$ cat src/rtl/if_fetch_unit.sv
// if_fetch_unit
//   Instruction-fetch front end feeding the IF/ID pipeline register. Owns the
//   fetch PC, keeps at most one instruction-memory request in flight, buffers
//   the returned word and presents a PC/instruction pair (or a NOP bubble).
//   Redirects abandon sequential fetch and discard any in-flight response.
//
// Ports
//   clk, rst_n              clock (rising edge), asynchronous active-low reset
//   stall                   IF/ID holding; buffered instruction not consumed
//   redirect, redirect_pc   branch/jump redirect and its target (bits [1:0] ignored)
//   imem_req/ready/addr     request handshake to instruction memory
//   imem_rvalid/rdata       in-order response from instruction memory
//   pc_out, instr_out       buffered PC/instruction (0 / NOP_INSTR when invalid)
//   instr_valid             buffer holds a real instruction
module if_fetch_unit #(
  parameter logic [31:0] RESET_PC  = 32'h0000_0000,
  parameter logic [31:0] NOP_INSTR = 32'h0000_0013
) (
  input  logic        clk,
  input  logic        rst_n,
  input  logic        stall,
  input  logic        redirect,
  input  logic [31:0] redirect_pc,
  output logic        imem_req,
  input  logic        imem_ready,
  output logic [31:0] imem_addr,
  input  logic        imem_rvalid,
  input  logic [31:0] imem_rdata,
  output logic [31:0] pc_out,
  output logic [31:0] instr_out,
  output logic        instr_valid
);

  typedef enum logic [1:0] {
    S_IDLE    = 2'd0,
    S_ISSUE   = 2'd1,
    S_WAIT    = 2'd2,
    S_DISCARD = 2'd3
  } state_e;

  state_e      state_q, state_d;
  logic [31:0] pc_q, pc_d;
  logic [31:0] req_pc_q, req_pc_d;
  logic [31:0] pc_buf_q, pc_buf_d;
  logic [31:0] instr_buf_q, instr_buf_d;
  logic        buf_valid_q, buf_valid_d;

  logic        accept;
  logic [31:0] redirect_tgt;

  // A new request only goes out when the buffer is free or drains this cycle,
  // which is what guarantees a response never lands on an unconsumed word.
  always_comb begin
    imem_req = (state_q == S_ISSUE) && !redirect && (!buf_valid_q || !stall);
  end

  assign accept       = imem_req && imem_ready;
  assign redirect_tgt = {redirect_pc[31:2], 2'b00};

  always_comb begin
    state_d     = state_q;
    pc_d        = pc_q;
    req_pc_d    = req_pc_q;
    pc_buf_d    = pc_buf_q;
    instr_buf_d = instr_buf_q;
    buf_valid_d = buf_valid_q;

    // The payload registers are returned to bubble values when the buffer
    // empties so the outputs can come straight from flops.
    if (buf_valid_q && !stall) begin
      buf_valid_d = 1'b0;
      pc_buf_d    = '0;
      instr_buf_d = NOP_INSTR;
    end

    case (state_q)
      S_IDLE: state_d = S_ISSUE;
      S_ISSUE: begin
        if (accept) begin
          req_pc_d = pc_q;
          pc_d     = pc_q + 32'd4;
          state_d  = S_WAIT;
        end
      end
      S_WAIT: begin
        if (imem_rvalid) begin
          state_d = S_ISSUE;
          if (!redirect) begin
            instr_buf_d = imem_rdata;
            pc_buf_d    = req_pc_q;
            buf_valid_d = 1'b1;
          end
        end else if (redirect) begin
          state_d = S_DISCARD;
        end
      end
      S_DISCARD: begin
        if (imem_rvalid) state_d = S_ISSUE;
      end
      default: state_d = S_IDLE;
    endcase

    // Redirect overrides pc and flushes the buffer, including over stall.
    if (redirect && (state_q != S_IDLE)) begin
      pc_d        = redirect_tgt;
      buf_valid_d = 1'b0;
      pc_buf_d    = '0;
      instr_buf_d = NOP_INSTR;
    end
  end

  always_ff @(posedge clk or negedge rst_n) begin
    if (!rst_n) begin
      state_q     <= S_IDLE;
      pc_q        <= RESET_PC;
      req_pc_q    <= '0;
      pc_buf_q    <= '0;
      instr_buf_q <= NOP_INSTR;
      buf_valid_q <= 1'b0;
    end else begin
      state_q     <= state_d;
      pc_q        <= pc_d;
      req_pc_q    <= req_pc_d;
      pc_buf_q    <= pc_buf_d;
      instr_buf_q <= instr_buf_d;
      buf_valid_q <= buf_valid_d;
    end
  end

  assign imem_addr   = pc_q;
  assign pc_out      = pc_buf_q;
  assign instr_out   = instr_buf_q;
  assign instr_valid = buf_valid_q;

endmodule

$ cat config.mk
export PLATFORM = sky130hd
export DESIGN_NAME = if_fetch_unit
export DESIGN_NICKNAME = d
export VERILOG_FILES = /design/src/rtl/if_fetch_unit.sv
export SDC_FILE = /design/constraint.sdc
export NUM_CORES = 1
export LEC_CHECK = 0
export ABC_CLOCK_PERIOD_IN_PS = 2050
export CAP_MARGIN = 20
export CORE_UTILIZATION = 40
export DETAILED_ROUTE_END_ITERATION = 7
export PLACE_DENSITY = 0.72
export SLEW_MARGIN = 20
export SYNTH_ARGS = -nofsm -noshare
export SYNTH_HDL_FRONTEND = slang
export SYNTH_SLANG_ARGS = --single-unit
$ cat constraint.sdc
create_clock -name clk -period 2.05 [get_ports clk]
set_input_delay 0.41 -clock clk [delete_from_list [all_inputs] [get_ports clk]]
set_output_delay 0.41 -clock clk [all_outputs]
set_load 0.05 [all_outputs]
==> results.yml, run 1 <==
setup_path:
  cp-end-kind: "output port"
  path_class: "reg -> out"
  cp.arrival_ps: 1600
  slowest_stage: "clkdlybuf4s50_1"
  cp_top_family: "buffers and inverters"
  cp-start-kind: "flop"
  cp_max_fo: 2
  required_ps: 1640
  path_cells: "clkdlybuf4s50_1"
  cpPeakStageDelay_ps: 810
  cp_num_buf_inv: 1
synthesis:
  yosys_register_bits: 127
  netlist_top_cells_area: "dfrtp_1 (54%), a22oi_1 (7.7%), mux2_2 (5.5%)"
  syn_inst: 546
  syn_area_per_cell_sq_um: 10.56
  synth-edff-count: 0
  ys_seq_area_share_pct: 55.19
  synthArstFlopShare_pct: 100.0
  synthFlopType: "dfrtp_1"
  ys_warn_count: 0
  synthesis.area_sq_um: 5766
  yosys.area.top_type: "dfrtp_1"
  yosysUniqueCellTypes: 47
  synthDominantCellAreaShare_pct: 53.82
cells_and_area:
  drive_gt1_share_pct: 22.80
  stdcell_count: 930
  area_delta_synth_final_pct: 47.66
  mostFrequentLayoutCells: "dfrtp_1 (123), clkdlybuf4s50_1 (116), nor2_1 (77)"
  diodes: 0
  n_fill_cell: 1182
  layout.nets: 812
  final_common_cell: "dfrtp_1"
timing:
  clock.fmax_ghz: 0.4979
  worstMarginPinSlew_ps: 669.4
  relSlewSlack_pct: 55.37
  setup_viol: 0
  post-route-period-util_pct: 97.98
  drv_slew: 0
  fin_hold_ws_ps: 93.41
  hold_viol_final: 0
  post-route-min-period_ps: 2009
  clock_skew_ps: 9.528
global_route:
  antenna_found_initial: 0
  grt_max_degree: 128
  grt_pass1_vias: 5191
  grt_overflow: 0
  grt_pass1_wl_um: 26500
  grtUsageTotal_pct: 23.33
pwr:
  combinationalPowerShare_pct: 40.9
  vdd_drop_max_v: 0.0008345
  p_per_area_nw_per_um2: 1335
  pwr-share-seq_pct: 33.4
  intPower_w: 0.006803
  switching_share_pct: 40.16
  p_switching_w: 0.004566
  cellLeakagePower_nw: 3.747
  clockPowerShare_pct: 25.7
clocking:
  cts-root-buf: "clkbuf_16"
  clockBufferDepth: 2
  path_clk_slew_ps: 60
  cts_made_buffers: 17
  clkSinkCount: 127
  h-tree-depth: 4
  clock_latency_ps: 420
  cts_tree: "done"
run:
  cap_violations: 0
die:
  die_h_um: 122.1
  die_x_um: 122.1
  initial_utilization_pct: 41.22
  rows: 43
  coreArea_sq_um: 13990
  dieArea_sq_um: 14900
  ios: 168
placed_design:
  dpl.hpwl_um: 11600
  portBuffers: 163
  dpl.cell_count: 895
  gp_congestion: 0.8335
routing:
  dr.first_iter.drc_count: 416
  viasPerCell: 5.599
  antenna_left: 0
  wire_per_inst_um: 18.02
  wl_um: 16760
  drc_errors: 0
  drt_pass1_iterations: 5
  vias: 5207
min_path:
  hp-class: "in -> async"
run_status:
  outcome: "complete, no violations"
==> power groups by stage <==
stage               Combinational, W  Sequential (W)  Clock, W
floorplan                    0.00165         0.00493         0
global placement             0.00451         0.00378         0
detailed placement           0.00461         0.00382         0
CTS                          0.00462         0.00379   0.00300
global route                 0.00497         0.00388   0.00309
finish                       0.00465         0.00380   0.00292
==> cells in the mapped netlist, types with 2 or more instances <==
cell type	n
dfrtp_1	124
nor2_1	77
a22oi_1	59
a21oi_1	33
nand2_1	29
mux2_2	28
o21ai_0	26
clkbuf_1	23
nand3_1	22
a2bb2oi_1	14
o22ai_1	12
buf_1	8
buf_2	8
and3_1	6
nand4_1	6
ha_1	5
nor2b_1	5
nor3_1	5
and2_1	4
inv_1	4
nand2b_1	4
a31oi_1	3
and4_1	3
dfstp_2	3
mux2i_1	3
nand4_4	3
or2_2	3
a221o_1	2
a41o_1	2
buf_4	2
nand3_2	2
nor3_4	2
o21a_1	2
==> area by class of cell <==
type,instances,area [sq um],share of cell area (%)
inverter,4,15.01,0.1764
tap,180,225.2,2.646
clock buffer,18,439.2,5.159
multi-input combinational,375,2444,28.70
timing repair buffer,212,2063,24.24
sequential,127,3183,37.39
clock inverter,14,143.9,1.690
==> metal layers <==
metal	GRT usage (%)	wire length [um]	vias up
met5	0	0	-
met4	8.918	284	0
met3	6.086	817	24
met2	38.56	8524	182
met1	29.22	7132	2615
li1	-	-	2386
==> logic make-up after synthesis <==
| kind of cell | Yosys count | share of synthesized area (%) |
|---|---|---|
| and+or+nand+nor | 176 | 15.65 |
| AOI/OAI and AO/OA | 161 | 18.79 |
| DFF | 127 | 55.19 |
| buffers and inverters | 45 | 3.233 |
| muxes | 31 | 5.990 |
| adders and majority gates | 5 | 1.085 |
| other | 1 | 0.06504 |
==> metrics by stage <==
stage / instance area, sq um / util [%] / setup slack (ps) / total power (W) / setup TNS [ps]
2_1_floorplan: 5772 / - / 52.49 / 0.006581 / 0
3_3_place_gp: 7868 / 56.24 / 21.30 / 0.008297 / 0
3_5_place_dp: 7868 / 56.24 / -20.74 / 0.008430 / -51.25
4_1_cts: 8466 / 60.52 / -39.68 / 0.01140 / -39.68
5_1_grt: 8513 / 60.86 / -5.164 / 0.01194 / -5.164
6_report: 8513 / 60.86 / 41.46 / 0.01137 / 0
==> path summary, 6_finish.rpt <==
| path | cells after the start | slack (ps) | endpoint | from |
|---|---|---|---|---|
| hold / removal | 2 | 90 | pc_out[14]$_DFF_PN0_ | rst_n |
| hold reg to reg | 2 | 490 | req_pc_q[24]$_DFFE_PN0P_ | req_pc_q[24]$_DFFE_PN0P_ |
| setup / recovery | 1 | 40 | instr_out[23] | instr_out[23]$_DFF_PN0_ |
| max in group asynchronous | 2 | 1420 | state_q[0]$_DFFE_PN0P_ | rst_n |
| min in group clk | 2 | 490 | req_pc_q[24]$_DFFE_PN0P_ | req_pc_q[24]$_DFFE_PN0P_ |
| setup reg to reg | 8 | 170 | imem_addr[14]$_DFFE_PN0P_ | state_q[0]$_DFFE_PN0P_ |
==> registers in the layout, summed over array words and instances, names as in the netlist <==
name / count
imem_addr: 30
req_pc_q: 30
instr_out: 32
pc_out: 32
state_q: 2
instr_valid: 1
==> what timing repair did <==
action,CTS,global route
setup endpoints to repair,8,10
setup buffers,0,4
hold buffers,0,0
resized for setup,14,9
pin swaps,0,0
endpoints found under the hold margin,0,0
No activity file was read; power rests on OpenSTA's default activity.
==> run 2: changes to the inputs <==
Settings changed: CORE_UTILIZATION 40 to 31, PLACE_DENSITY 0.72 to default, SKIP_LAST_GASP from default to 1.
==> results.yml, run 2 (same netlist as run 1, synthesis figures left out) <==
clocking:
  cts-root-buf: "clkbuf_16"
  h-tree-depth: 4
  cts_tree: "done"
  clockBufferDepth: 2
  clock_latency_ps: 420
  cts_made_buffers: 17
  path_clk_slew_ps: 60
  clkSinkCount: 127
setup_path:
  path_class: "reg -> out"
  cp-start-kind: "flop"
  cp_max_fo: 4
  worstReg2RegEnd: "imem_addr[17]$_DFFE_PN0P_"
  ff2ff_path_depth: 8
  r2r_setup_slack_ps: 170
  r2r-start: "state_q[0]$_DFFE_PN0P_"
  cp-end-kind: "output port"
  required_ps: 1640
  cp.arrival_ps: 1610
pwr:
  clockPowerShare_pct: 26.9
  combinationalPowerShare_pct: 40.3
  cellLeakagePower_nw: 3.850
  p_per_area_nw_per_um2: 1342
  intPower_w: 0.006921
  pwr-share-seq_pct: 32.8
  switching_share_pct: 40.37
  vdd_drop_max_v: 0.0006332
  p_switching_w: 0.004685
placed_design:
  portBuffers: 163
  dpl.cell_count: 947
  dpl_cell_area_sq_um: 7946
  dpl.hpwl_um: 12330
  gp_congestion: 0.8408
die:
  initial_utilization_pct: 31.88
  die_x_um: 138.4
  coreArea_sq_um: 18090
  die_h_um: 138.4
  dieArea_sq_um: 19150
  ios: 168
  rows: 49
cells_and_area:
  area_delta_synth_final_pct: 50.04
  stdcell_count: 985
  stdcell_area_sq_um: 8651
  drive_gt1_share_pct: 23.41
  final_common_cell: "dfrtp_1"
  layout.nets: 818
  mostFrequentLayoutCells: "dfrtp_1 (121), clkdlybuf4s50_1 (111), nor2_1 (77)"
  diodes: 0
run_status:
  violations: "DRC"
  outcome: "complete, but fails checks"
routing:
  vias: 5149
  viasPerCell: 5.227
  drc_errors: 18
  antenna_left: 0
  wl_um: 17400
  drt_pass1_iterations: 7
  wire_per_inst_um: 17.66
  dr.first_iter.drc_count: 440
timing:
  relSlewSlack_pct: 63.91
  rsz0062_at_grt: "true"
  setup_viol: 0
  drv_slew: 0
  post-route-period-util_pct: 98.51
  hold_viol_final: 0
  clock_skew_ps: 9.797
  fin_setup_tns_ps: 0
  clock.fmax_ghz: 0.4952
  worstMarginPinSlew_ps: 540.4
  post-route-min-period_ps: 2020
min_path:
  hold_path_depth: 2
  whs_endpoint: "req_pc_q[29]$_DFFE_PN0P_"
  min_from: "req_pc_q[29]$_DFFE_PN0P_"
  hp-class: "reg -> reg"
run:
  cap_violations: 0
global_route:
  grt_overflow: 0
  grt_pass1_vias: 5173
  grt_pass1_wl_um: 27920
  grtUsageTotal_pct: 18.63
  antenna_found_initial: 0
  grt_max_degree: 42
## run 2: critical path, cell delays in order (launching register included)
cell and delay (ps):
dfrtp_2 450, ha_4 170, nor2b_4 120, and2_4 160, buf_4 150, buf_12 140
## run 2: worst max-delay path by stage
stage / startpoint / cells after the start / slack (ps) / endpoint
global route: state_q[1]$_DFFE_PN0P_ / 6 / -20 / imem_req
floorplan: imem_addr[7]$_DFFE_PN0P_ / 5 / 50 / imem_addr[31]$_DFFE_PN0P_
finish: state_q[0]$_DFFE_PN0P_ / 5 / 30 / imem_req
CTS: state_q[1]$_DFFE_PN0P_ / 6 / -130 / imem_req
detailed placement: redirect / 7 / -90 / imem_addr[14]$_DFFE_PN0P_
global placement: redirect / 7 / -20 / imem_addr[21]$_DFFE_PN0P_
## run 2: per-layer routing
layer,global-route usage [%],vias to the layer above,share of wire [%]
li1,-,2400,-
met5,0,-,0
met2,30.35,177,50
met4,7.215,0,1.5
met1,23.76,2557,43
met3,4.745,15,5.9
## run 2: repair_timing
action,4_1_cts,5_1_grt
resized for setup,14,17
setup buffers,0,5
hold endpoints to repair,32,0
setup endpoints to repair,11,17
pin swaps,0,1
hold buffers,1,0
## run 2: power by group through the flow
stage / Combinational (W) / Clock [W] / Sequential [W]
final: 0.00468 / 0.00312 / 0.00381
after floorplan: 0.00165 / 0 / 0.00493
after global placement: 0.00456 / 0 / 0.00381
after global routing: 0.00499 / 0.00330 / 0.00390
after detailed placement: 0.00463 / 0 / 0.00384
after CTS: 0.00462 / 0.00319 / 0.00380
## run 2: layout make-up
| class | instances | area [sq um] |
|---|---|---|
| clock buffers | 17 | 425.4 |
| clock inverters | 15 | 185.2 |
| fillers | 1630 | 9435 |
| inverters | 4 | 15.01 |
| multi-input cells | 375 | 2449 |
| flip-flops and latches | 127 | 3186 |
| well taps | 229 | 286.5 |
| repair buffers | 218 | 2105 |
## run 2: through the flow
stage / total power [W] / setup slack [ps] / hold WS (ps) / util [%]
floorplan: 0.006581 / 52.49 / 114.4 / -
global placement: 0.008371 / -16.42 / 410.3 / 43.94
detailed placement: 0.008474 / -86.13 / 414.1 / 43.94
CTS: 0.01161 / -130.2 / 497.2 / 47.37
global route: 0.01218 / -21.85 / 509.9 / 47.83
finish: 0.01161 / 30.46 / 492.5 / 47.83
==> run 3: changes to the inputs <==
Settings changed: CTS_CLUSTER_DIAMETER from default to 100.
==> results of run 3 <==
Same layout as run 2: the final DEF is identical, and so are final timing and power.
